===== config.mk =====
export PLATFORM = sky130hd
export DESIGN_NAME = sim_tohost_monitor_flat
export DESIGN_NICKNAME = d
export VERILOG_FILES = /design/src/rtl/sim_tohost_monitor_if.sv /design/src/rtl/sim_tohost_monitor.sv /design/src/flat_wrapper.sv
export SDC_FILE = /design/constraint.sdc
export NUM_CORES = 1
export LEC_CHECK = 0
export ABC_AREA = 1
export CELL_PAD_IN_SITES_DETAIL_PLACEMENT = 1
export CELL_PAD_IN_SITES_GLOBAL_PLACEMENT = 1
export CORE_MARGIN = 8
export CORE_UTILIZATION = 39
export DETAILED_ROUTE_END_ITERATION = 10
export HOLD_SLACK_MARGIN = 0.02
export PLACE_DENSITY = 0.87
export SYNTH_ARGS = -nofsm -noshare
export SYNTH_HDL_FRONTEND = slang
export SYNTH_SLANG_ARGS = --single-unit

===== constraint.sdc =====
create_clock -name clk -period 3.8 [get_ports clk]
set_input_delay 0.76 -clock clk [delete_from_list [all_inputs] [get_ports clk]]
set_output_delay 0.76 -clock clk [all_outputs]
set_load 0.05 [all_outputs]

===== src/rtl/sim_tohost_monitor_if.sv =====
// Store-snoop bus, console drain port and verdict/status signals of the tohost monitor.
// The core or testbench side takes the master modport; the monitor takes the slave modport.
interface sim_tohost_monitor_if #(
  parameter int unsigned XLEN = 32
);
  logic            memwrite;
  logic [XLEN-1:0] dataadr;
  logic [XLEN-1:0] writedata;
  logic            con_valid;
  logic [7:0]      con_data;
  logic            con_ready;
  logic            done;
  logic            pass;
  logic            timeout;
  logic [XLEN-1:0] fail_code;
  logic [31:0]     cycle_cnt;
  logic [15:0]     stray_cnt;
  logic            con_overflow;

  modport master (
    output memwrite, dataadr, writedata, con_ready,
    input  con_valid, con_data, done, pass, timeout, fail_code,
           cycle_cnt, stray_cnt, con_overflow
  );

  modport slave (
    input  memwrite, dataadr, writedata, con_ready,
    output con_valid, con_data, done, pass, timeout, fail_code,
           cycle_cnt, stray_cnt, con_overflow
  );
endinterface


===== src/rtl/sim_tohost_monitor.sv =====
// Snoops core stores, resolves the TOHOST verdict into registered status, and buffers
// CONSOLE bytes in a first-word fall-through FIFO that is drained over valid/ready.
//
// state      | meaning
// ST_RUN     | test running: stores are decoded, cycles are counted
// ST_PASS    | TOHOST received PASS_VALUE (terminal)
// ST_FAIL    | TOHOST received any other value, kept in fail_code (terminal)
// ST_TIMEOUT | TIMEOUT_CYCLES elapsed without a TOHOST store (terminal)
module sim_tohost_monitor #(
  parameter int unsigned XLEN           = 32,
  parameter int unsigned TOHOST_ADDR    = 84,
  parameter int unsigned CONSOLE_ADDR   = 80,
  parameter int unsigned PASS_VALUE     = 7,
  parameter int unsigned FIFO_DEPTH     = 4,
  parameter int unsigned TIMEOUT_CYCLES = 10000
) (
  input  logic                 clk,
  input  logic                 reset,
  sim_tohost_monitor_if.slave  bus
);

  localparam int unsigned     AW         = $clog2(FIFO_DEPTH);
  localparam logic [XLEN-1:0] LP_TOHOST  = XLEN'(TOHOST_ADDR);
  localparam logic [XLEN-1:0] LP_CONSOLE = XLEN'(CONSOLE_ADDR);
  localparam logic [XLEN-1:0] LP_PASS    = XLEN'(PASS_VALUE);
  localparam logic [31:0]     LP_TO_LAST = 32'(TIMEOUT_CYCLES - 1);

  typedef enum logic [1:0] {
    ST_RUN,
    ST_PASS,
    ST_FAIL,
    ST_TIMEOUT
  } state_t;

  state_t          r_state;
  logic            r_done;
  logic            r_pass;
  logic            r_timeout;
  logic            r_overflow;
  logic [XLEN-1:0] r_fail_code;
  logic [31:0]     r_cycle_cnt;
  logic [15:0]     r_stray_cnt;
  logic [7:0]      r_mem [FIFO_DEPTH];
  logic [AW:0]     r_wr_ptr;
  logic [AW:0]     r_rd_ptr;

  logic w_run;
  logic w_store;
  logic w_hit_tohost;
  logic w_hit_console;
  logic w_hit_stray;
  logic w_empty;
  logic w_full;
  logic w_pop;
  logic w_push;
  logic w_drop;

  assign w_run         = (r_state == ST_RUN);
  assign w_store       = w_run && bus.memwrite;
  assign w_hit_tohost  = w_store && (bus.dataadr == LP_TOHOST);
  assign w_hit_console = w_store && (bus.dataadr == LP_CONSOLE);
  assign w_hit_stray   = w_store && !w_hit_tohost && !w_hit_console;

  // Extra MSB on each pointer separates full from empty when the indices coincide.
  assign w_empty = (r_wr_ptr == r_rd_ptr);
  assign w_full  = (r_wr_ptr[AW] != r_rd_ptr[AW]) &&
                   (r_wr_ptr[AW-1:0] == r_rd_ptr[AW-1:0]);
  assign w_pop   = !w_empty && bus.con_ready;
  assign w_push  = w_hit_console && (!w_full || w_pop);
  assign w_drop  = w_hit_console && w_full && !w_pop;

  always_ff @(posedge clk or negedge reset) begin
    if (!reset) begin
      r_state     <= ST_RUN;
      r_done      <= 1'b0;
      r_pass      <= 1'b0;
      r_timeout   <= 1'b0;
      r_overflow  <= 1'b0;
      r_fail_code <= '0;
      r_cycle_cnt <= '0;
      r_stray_cnt <= '0;
      r_wr_ptr    <= '0;
      r_rd_ptr    <= '0;
    end else begin
      if (w_push) r_wr_ptr <= r_wr_ptr + 1'b1;
      if (w_pop)  r_rd_ptr <= r_rd_ptr + 1'b1;
      if (w_drop) r_overflow <= 1'b1;
      if (w_hit_stray && (r_stray_cnt != 16'hFFFF)) r_stray_cnt <= r_stray_cnt + 16'd1;

      if (w_run) begin
        r_cycle_cnt <= r_cycle_cnt + 32'd1;
        // A verdict store on the last cycle wins over the timeout.
        if (w_hit_tohost) begin
          r_done <= 1'b1;
          if (bus.writedata == LP_PASS) begin
            r_state <= ST_PASS;
            r_pass  <= 1'b1;
          end else begin
            r_state     <= ST_FAIL;
            r_fail_code <= bus.writedata;
          end
        end else if (r_cycle_cnt == LP_TO_LAST) begin
          r_state   <= ST_TIMEOUT;
          r_timeout <= 1'b1;
          r_done    <= 1'b1;
        end
      end
    end
  end

  // Storage needs no reset: stale entries are never visible while the FIFO is empty.
  always_ff @(posedge clk) begin
    if (w_push) r_mem[r_wr_ptr[AW-1:0]] <= bus.writedata[7:0];
  end

  assign bus.con_valid    = !w_empty;
  assign bus.con_data     = w_empty ? 8'h00 : r_mem[r_rd_ptr[AW-1:0]];
  assign bus.done         = r_done;
  assign bus.pass         = r_pass;
  assign bus.timeout      = r_timeout;
  assign bus.fail_code    = r_fail_code;
  assign bus.cycle_cnt    = r_cycle_cnt;
  assign bus.stray_cnt    = r_stray_cnt;
  assign bus.con_overflow = r_overflow;

endmodule


===== src/flat_wrapper.sv =====
// flat-port wrapper written by rule: the top's interface ports become plain ports
module sim_tohost_monitor_flat 
#(
  parameter int unsigned XLEN           = 32,
  parameter int unsigned TOHOST_ADDR    = 84,
  parameter int unsigned CONSOLE_ADDR   = 80,
  parameter int unsigned PASS_VALUE     = 7,
  parameter int unsigned FIFO_DEPTH     = 4,
  parameter int unsigned TIMEOUT_CYCLES = 10000
)
  (clk, reset, bus_memwrite, bus_dataadr, bus_writedata, bus_con_ready, bus_con_valid, bus_con_data, bus_done, bus_pass, bus_timeout, bus_fail_code, bus_cycle_cnt, bus_stray_cnt, bus_con_overflow);
  sim_tohost_monitor_if #(.XLEN(XLEN)) bus_i ();
  input  logic clk;
  input  logic reset;
  input wire logic [$bits(bus_i.memwrite)-1:0] bus_memwrite;
  input wire logic [$bits(bus_i.dataadr)-1:0] bus_dataadr;
  input wire logic [$bits(bus_i.writedata)-1:0] bus_writedata;
  input wire logic [$bits(bus_i.con_ready)-1:0] bus_con_ready;
  output wire logic [$bits(bus_i.con_valid)-1:0] bus_con_valid;
  output wire logic [$bits(bus_i.con_data)-1:0] bus_con_data;
  output wire logic [$bits(bus_i.done)-1:0] bus_done;
  output wire logic [$bits(bus_i.pass)-1:0] bus_pass;
  output wire logic [$bits(bus_i.timeout)-1:0] bus_timeout;
  output wire logic [$bits(bus_i.fail_code)-1:0] bus_fail_code;
  output wire logic [$bits(bus_i.cycle_cnt)-1:0] bus_cycle_cnt;
  output wire logic [$bits(bus_i.stray_cnt)-1:0] bus_stray_cnt;
  output wire logic [$bits(bus_i.con_overflow)-1:0] bus_con_overflow;
  assign bus_i.memwrite = bus_memwrite;
  assign bus_i.dataadr = bus_dataadr;
  assign bus_i.writedata = bus_writedata;
  assign bus_i.con_ready = bus_con_ready;
  assign bus_con_valid = bus_i.con_valid;
  assign bus_con_data = bus_i.con_data;
  assign bus_done = bus_i.done;
  assign bus_pass = bus_i.pass;
  assign bus_timeout = bus_i.timeout;
  assign bus_fail_code = bus_i.fail_code;
  assign bus_cycle_cnt = bus_i.cycle_cnt;
  assign bus_stray_cnt = bus_i.stray_cnt;
  assign bus_con_overflow = bus_i.con_overflow;
  sim_tohost_monitor #(.XLEN(XLEN), .TOHOST_ADDR(TOHOST_ADDR), .CONSOLE_ADDR(CONSOLE_ADDR), .PASS_VALUE(PASS_VALUE), .FIFO_DEPTH(FIFO_DEPTH), .TIMEOUT_CYCLES(TIMEOUT_CYCLES)) u_core (.clk(clk), .reset(reset), .bus(bus_i));
endmodule

== Yosys cells after proc, flatten, opt, wreduce, memory -nomap -nowiden ==
Memory sizes are Yosys's and may differ from the RTL's.
Index checks and enable logic that the tools add are counted.

* Memories: 1
* Logic and storage cells: 56
* Register bits after elaboration: 92
* Bits in writable memories: 32

{| class="wikitable"
|+ Memories
! memory !! depth !! bits a word !! read ports !! clocked after memory_dff !! write ports !! line !! RTL
|-
| u_core.r_mem || 4 || 8 || 1 || 0 || 1 || sim_tohost_monitor.sv:43 || <nowiki>logic [7:0] r_mem [FIFO_DEPTH];</nowiki>
|}

* Bitwise operators: 2
* Equality and inequality tests: 8
* Reductions and logical operators: 23
* $add $sub $neg: 4
* Mux-type cells: 8

{| class="wikitable"
|+ Operator list
! operator !! number
|-
| $eq A32 B7 Y1 const B || 2
|-
| $add A32 B1 Y32 const B || 1
|-
| $eq A32 B14 Y1 const B || 1
|-
| $eq A32 B3 Y1 const B || 1
|-
| $add A16 B1 Y16 const B || 1
|-
| $ne A16 B16 Y1 const B || 1
|-
| $logic_and A1 B1 Y1 || 11
|-
| $reduce_and A3 Y1 || 3
|-
| $mux W8 || 1
|-
| $add A3 B1 Y3 const B || 2
|-
| $mux W2 || 3
|-
| $logic_not A1 Y1 || 5
|-
| $mux W1 || 4
|-
| $eq A3 B3 Y1 || 1
|-
| $eq A2 B2 Y1 || 1
|-
| $logic_not A2 Y1 || 1
|-
| $not A1 Y1 || 2
|-
| $reduce_and A2 Y1 || 1
|-
| $reduce_bool A2 Y1 || 1
|-
| $logic_or A1 B1 Y1 || 1
|-
| $ne A1 B1 Y1 || 1
|}

== Depth between registers and ports, before layout ==
Gate-level depths: netlist of run 1.

* Word-level depth: 7
* Depth in mapped cells: 12

== Worst setup path before layout of run 1 ==
Ideal clock, no wire load.

* Path kind: reg-to-output
* Start point: reg u_core.r_rd_ptr[1]
* End point: out bus_con_data[0]
* Arrival: 1506 ps
* Required time: 3040 ps
* Stages on the path, launching flop included: 10
* Path buffers: 2
* Slack: 1534 ps
* Cell sequence: dfrtp_1 buf_2 inv_1 nand2_1 nand3_1 inv_1 nand2_1 buf_4 nand2_1 inv_1

* Cells in the longest elaborated chain, start to end: 2
* Elaborated cells on any way between the ends: 3
* Those cells by class: 1 x eq/ne; 1 x mux; 1 x memory

{| class="wikitable"
|+ RTL lines
! what !! line !! RTL
|-
| start: declaration || sim_tohost_monitor.sv:45 || <nowiki>logic [AW:0] r_rd_ptr;</nowiki>
|-
| start signal: assignment || sim_tohost_monitor.sv:86 || <nowiki>if (w_pop) r_rd_ptr <= r_rd_ptr + 1'b1;</nowiki>
|-
| $mem_v2 Z4 W8 or $eq A3 B3 Y1 (tied branches) || n/a ||
|-
| $mux W8 (*) || sim_tohost_monitor.sv:117 || <nowiki>assign bus.con_data = w_empty ? 8'h00 : r_mem[r_rd_ptr[AW-1:0]];</nowiki>
|-
| end: declaration || flat_wrapper.sv:20 || <nowiki>output wire logic [$bits(bus_i.con_data)-1:0] bus_con_data;</nowiki>
|}

Every way passes the cells marked *; elsewhere a longest branch is shown, timed or not.

== Final worst setup path of run 1 ==
* Start point: reg u_core.r_rd_ptr[0]
* End point: out bus_con_data[6]

The elaborated chain is that of the path after synthesis.

==> impl_metrics.py, run 1 <==
metrics = {
    "placement": {
        "dp_cells": 1118,
        "dpl.hpwl_mm": 15.98,
        "numPortBuffers": 160,
        "routabilityCongestion": 0.8700,
    },
    "critical_path": {
        "critPathKind": "reg -> out",
        "cpMostUsedCell": "nand2_1",
        "crit_family": "buffers and inverters",
        "path_cells": "inv_2, nand2_1, nand2_1, nand3_1, inv_1, nand2_1, nand2_1, inv_1, clkdlybuf4s50_1",
        "cp_num_buf_inv": 4,
        "critPathRequiredTime_ns": 3.04,
        "slowest_delay_ns": 0.80,
        "cp.arrival_ns": 2.72,
        "end_kind": "output port",
        "worstSetupStartpointType": "flop",
        "worst_path_max_delay_cell": "clkdlybuf4s50_1",
        "crit_fanout": 19,
    },
    "cells_and_area": {
        "final_nets": 996,
        "fin_cells": 1150,
        "area_growth_pct": 37.50,
        "drive_gt1_share_pct": 9.315,
        "post-route-util_pct": 55.08,
        "n_antenna_cell": 0,
    },
    "yosys": {
        "yosysTopAreaCell": "dfrtp_1",
        "synth_area_um2": 6386,
        "synth-seq-area-share_pct": 51.10,
        "yosys.area.top_type_share_pct": 36.05,
        "async_flop_share_pct": 74.19,
        "yosys.cell_types.count": 34,
        "yosys-top-cells-area": "dfrtp_1 36%, edfxtp_1 15%, nand2_1 12%",
        "synth_common_cells": "197 x nand2_1, 98 x nor2_1, 92 x dfrtp_1",
        "ys_ff_latch": 124,
        "synth_edf_count": 32,
        "synthesis.instances": 758,
        "synth_area_per_cell_um2": 8.425,
        "synth.most_common_cell": "nand2_1",
        "synth_ff_type": "dfrtp_1",
        "synth_warnings": 0,
        "syn_nets": 833,
    },
    "global_route": {
        "antenna_found_initial": 0,
        "grt_usage_pct": 21.41,
        "grt-ovfl-total": 0,
        "first_global_vias": 6328,
        "grt_pass1_wl_mm": 33.93,
        "grt_max_degree": 60,
    },
    "cts": {
        "clk_pin_slew_ns": 0.06,
        "clock_latency_ns": 0.42,
        "clock_sinks": 124,
        "cts_tree": "done",
        "clockBufferDepth": 2,
        "cts_root_buf": "clkbuf_16",
        "htreeDepth": 4,
        "numCtsBuffers": 17,
    },
    "timing": {
        "worst_slew_pin_slew_ns": 0.8460,
        "slew_violations": 0,
        "rsz0062_at_grt": "no",
        "finalCritPeriodShare_pct": 91.60,
        "clock_skew_ns": 0.008063,
        "finalSetupViolCount": 0,
        "finalSetupTns_ns": 0,
        "slew_headroom_pct": 43.60,
        "fmax_ghz": 0.2873,
        "hold_viol": 0,
        "hold_slack_ns": 0.4280,
        "fin_crit_ns": 3.481,
    },
    "route": {
        "drc_errors": 0,
        "antenna_left": 0,
        "dr.pass1.iters": 4,
        "first_iter_violations": 294,
        "wl_per_cell_um": 18.71,
        "dr_total_vias": 5783,
        "drt-vias-per-instance": 5.029,
        "wirelength_mm": 21.52,
    },
    "job": {
        "maxCapViolCount": 0,
    },
    "floorplan": {
        "dieArea_um2": 20730,
        "start_util_pct": 40.06,
        "dieWidth_um": 144.0,
        "rows": 46,
        "ioPinCount": 161,
        "core_area_um2": 15940,
        "die_h_um": 144.0,
    },
    "power_and_ir_drop": {
        "leakagePower_nw": 4.014,
        "clkPwrFrac_pct": 54.1,
        "swShare_pct": 20.43,
        "max-vdd-ir-drop_mv": 0.3400,
        "p_seq_share_pct": 42.1,
        "combPwrFrac_pct": 3.8,
        "switchingPower_uw": 663.6,
        "internal_power_mw": 2.585,
        "power_density_nw_per_um2": 370.0,
        "power_mw": 3.249,
    },
    "status": {
        "status": "complete, no violations",
    },
    "min_path": {
        "hold_class": "in -> async",
    },
}
[final timing paths]
kind | end | cells after the start | start | slack, ns
setup / recovery | bus_con_data[6] | 9 | u_core.r_rd_ptr[0] | 0.32
hold / removal | u_core.bus.stray_cnt[8] | 1 | reset | 0.43
hold reg to reg | u_core.bus.fail_code[16] | 2 | u_core.bus.fail_code[16] | 0.47
setup reg to reg | u_core.r_mem[0][4] | 8 | u_core.r_rd_ptr[0] | 1.25
max in group asynchronous | u_core.bus.cycle_cnt[1] | 2 | reset | 2.54
min in group clk | u_core.bus.fail_code[16] | 2 | u_core.bus.fail_code[16] | 0.47
[worst reg2reg max path, delay by kind of cell, from the launching register on]
family / cells / cell delay (ns)
buf+inv: 2 / 0.26
flops: 1 / 0.54
simple gates: 6 / 1.37
[routing by layer]
metal  GRT usage, %  vias to the layer above  routed length (µm)
met4          7.139                        0                 370
met1          25.17                     2867                8840
met3          5.541                       26                1334
li1               -                     2743                   -
met2          37.17                      147               10980
met5              0                        -                   0
[power by group through the flow]
stage	clock network, mW	logic, mW	registers, mW
4_1_cts	1.78	0.124	1.37
2_1_floorplan	0	0.0113	1.39
3_3_place_gp	0	0.118	1.39
5_1_grt	1.82	0.134	1.37
6_report	1.76	0.123	1.37
3_5_place_dp	0	0.123	1.39
[per-stage QoR]
step           setup slack, ns  cell area, µm²
2_1_floorplan            1.534            6386
3_3_place_gp            0.7228            8152
3_5_place_dp            0.5576            8152
4_1_cts                0.08770            8780
5_1_grt                 0.1581            8781
6_report                0.3191            8781
[flip-flops by register name (all words and copies together) (netlist names)]
signal and flops:
u_core.bus.con_overflow 1, u_core.bus.cycle_cnt 32, u_core.bus.done 1, u_core.bus.fail_code 32, u_core.bus.pass 1, u_core.bus.stray_cnt 16
u_core.bus.timeout 1, u_core.r_mem 32, u_core.r_rd_ptr 3, u_core.r_state 2, u_core.r_wr_ptr 3
[what timing repair did]
action | 4_1_cts | 5_1_grt
endpoints found under the hold margin | 0 | 0
gates resized for setup | 0 | 1
hold buffers | 0 | 0
endpoints found under the setup margin | 0 | 8
setup buffers | 0 | 0
[cell families after synthesis]
group	Yosys count	share of synthesized area (%)
and+or+nand+nor	447	32.50
DFF	124	51.10
buffers and inverters	113	7.582
xor gates and xnor gates	34	4.663
AOI/OAI and AO/OA	33	2.782
adders and majority gates	7	1.371
[cell type report]
class	count	area, µm²
Tap cell	216	270.3
Sequential cell	124	3264
Inverter	93	350.3
Clock inverter	15	202.7
Fill cell	1910	7162
Timing Repair Buffer	164	1629
Clock buffer	17	425.4
Multi-Input combinational cell	521	2639
[cell usage in the layout (no fill, tap or decap), types with 8 or more instances in the layout]
master	n
clkdlybuf4s50_1	159
o21ai_0	20
edfxtp_1	32
nand2_2	13
dfrtp_1	91
inv_1	81
clkbuf_16	17
nand2_1	197
inv_2	11
o22ai_1	8
nor2_1	98
nor3_1	10
xnor2_1	9
nand4_1	34
nand3_1	66
nor2_4	8
xor2_1	25
(Power assumes the default switching activity.)
==> run 2, diff against run 1 <==
--- a/config.mk
+++ b/config.mk
@@ -6,7 +6,7 @@
 export NUM_CORES = 1
 export LEC_CHECK = 0
 export ABC_AREA = 1
-export CELL_PAD_IN_SITES_DETAIL_PLACEMENT = 1
+export CELL_PAD_IN_SITES_DETAIL_PLACEMENT = 0
 export CELL_PAD_IN_SITES_GLOBAL_PLACEMENT = 1
 export CORE_MARGIN = 8
 export CORE_UTILIZATION = 39
==> impl_metrics.py, run 2 (same netlist as run 1, synthesis figures left out) <==
metrics = {
    "status": {
        "status": "complete, no violations",
    },
    "cts": {
        "clockBufferDepth": 2,
        "clk_pin_slew_ns": 0.06,
        "htreeDepth": 4,
        "numCtsBuffers": 17,
        "cts_root_buf": "clkbuf_16",
        "clock_latency_ns": 0.42,
        "cts_tree": "done",
        "clock_sinks": 124,
        "cts_hold_buf": 0,
    },
    "critical_path": {
        "cpMostUsedCell": "nand2_1",
        "worstSetupStartpointType": "flop",
        "critPathRequiredTime_ns": 3.04,
        "critPathKind": "reg -> out",
        "crit_family": "buffers and inverters",
        "worst_path_max_delay_cell": "clkdlybuf4s50_1",
        "end_kind": "output port",
        "slowest_delay_ns": 0.80,
        "crit_fanout": 19,
        "cp.arrival_ns": 2.66,
        "cp_num_buf_inv": 4,
        "path_cells": "inv_2, nand2_1, nand2_1, nand3_1, inv_1, nand2_1, nand2_1, inv_1, clkdlybuf4s50_1",
    },
    "route": {
        "dr_total_vias": 5591,
        "wl_met2_mm": 8.630,
        "drt-vias-per-instance": 4.862,
        "dr.pass1.iters": 5,
        "wl_met1_mm": 8.116,
        "routed.top_layer": "met4",
        "wl_per_cell_um": 15.77,
        "drc_errors": 0,
        "wirelength_mm": 18.14,
        "antenna_left": 0,
        "first_iter_violations": 355,
        "met3_length_mm": 1.201,
    },
    "global_route": {
        "grt_pass1_wl_mm": 28.79,
        "grt_max_degree": 60,
        "grt_usage_pct": 18.04,
        "first_global_vias": 5482,
        "grt-ovfl-total": 0,
        "antenna_found_initial": 0,
    },
    "placement": {
        "dpl.hpwl_mm": 13.58,
        "numPortBuffers": 160,
        "routabilityCongestion": 0.8700,
        "dpl_cell_area_um2": 8152,
    },
    "floorplan": {
        "ioPinCount": 161,
        "dieArea_um2": 20730,
        "die_h_um": 144.0,
        "start_util_pct": 40.06,
        "core_area_um2": 15940,
        "dieWidth_um": 144.0,
        "rows": 46,
    },
    "timing": {
        "fin_crit_ns": 3.425,
        "slew_headroom_pct": 45.69,
        "rsz0062_at_grt": "no",
        "hold_viol": 0,
        "worst_slew_pin_slew_ns": 0.8147,
        "finalSetupViolCount": 0,
        "finalCritPeriodShare_pct": 90.12,
        "slew_violations": 0,
        "finalSetupTns_ns": 0,
        "clock_skew_ns": 0.009600,
        "fmax_ghz": 0.2920,
    },
    "cells_and_area": {
        "final_nets": 996,
        "drive_gt1_share_pct": 9.422,
        "area_growth_pct": 36.54,
        "n_antenna_cell": 0,
        "seq_area_um2": 3264,
        "fill_cells": 1487,
        "layout_commonest_cell": "nand2_1",
        "multi_input_area_um2": 2639,
        "final_area_um2": 8720,
        "final_cell_mix": "197 x nand2_1, 159 x clkdlybuf4s50_1, 98 x nor2_1, 91 x dfrtp_1, 81 x inv_1",
    },
    "min_path": {
        "hold_class": "in -> async",
    },
    "power_and_ir_drop": {
        "power_mw": 3.038,
        "max-vdd-ir-drop_mv": 0.3197,
        "power_density_nw_per_um2": 348.4,
        "leakagePower_nw": 3.968,
    },
    "job": {
        "maxCapViolCount": 0,
    },
}
-- run 2: metrics by stage --
step | hold slack [ns] | util, % | instances | setup WS [ns]
floorplan | 0.4644 | - | 758 | 1.534
global placement | 0.4546 | 51.13 | 1118 | 0.7228
detailed placement | 0.4587 | 51.13 | 1118 | 0.6185
CTS | 0.4583 | 54.69 | 1150 | 0.1597
global route | 0.4972 | 54.69 | 1150 | 0.1314
finish | 0.4363 | 54.69 | 1150 | 0.3754
-- run 2: per-layer routing --
metal	GRT usage, %	up-vias
met1	23.00	2627
li1	-	2760
met2	29.60	186
met3	4.678	18
met4	4.981	0
met5	0	-
-- run 2: repair_timing --
item                                    4_1_cts  5_1_grt
buffers inserted                              0        0
endpoints found under the setup margin        0        8
resized for setup                             0        1
endpoints found under the hold margin         0        0
-- run 2: report_power, final --
part	switching, mW	total [mW]	internal, mW
sequential	0.0000000000902	1.37	1.37
combinational	0.0516	0.118	0.0667
clock	0.640	1.55	0.912
total	0.691	3.04	2.35
-- run 2: final timing paths --
kind | cells past startpoint | slack (ns) | to | startpoint
worst max register to register | 8 | 1.43 | u_core.r_mem[1][2] | u_core.r_rd_ptr[0]
worst min register to register | 2 | 0.47 | u_core.bus.fail_code[28] | u_core.bus.fail_code[28]
min in group clk | 2 | 0.47 | u_core.bus.fail_code[28] | u_core.bus.fail_code[28]
worst min-delay path | 1 | 0.44 | u_core.bus.fail_code[4] | reset
max in group asynchronous | 2 | 2.56 | u_core.bus.cycle_cnt[5] | reset
worst max-delay path | 9 | 0.38 | bus_con_data[4] | u_core.r_rd_ptr[0]
-- run 2: area by class of cell --
cell class                      count  share of cell area (%)
Multi-Input combinational cell    521                   30.26
Clock inverter                     14                   1.578
Tap cell                          216                   3.099
Sequential cell                   124                   37.44
Inverter                           93                   4.018
Timing Repair Buffer              164                   18.68
Clock buffer                       18                   4.922
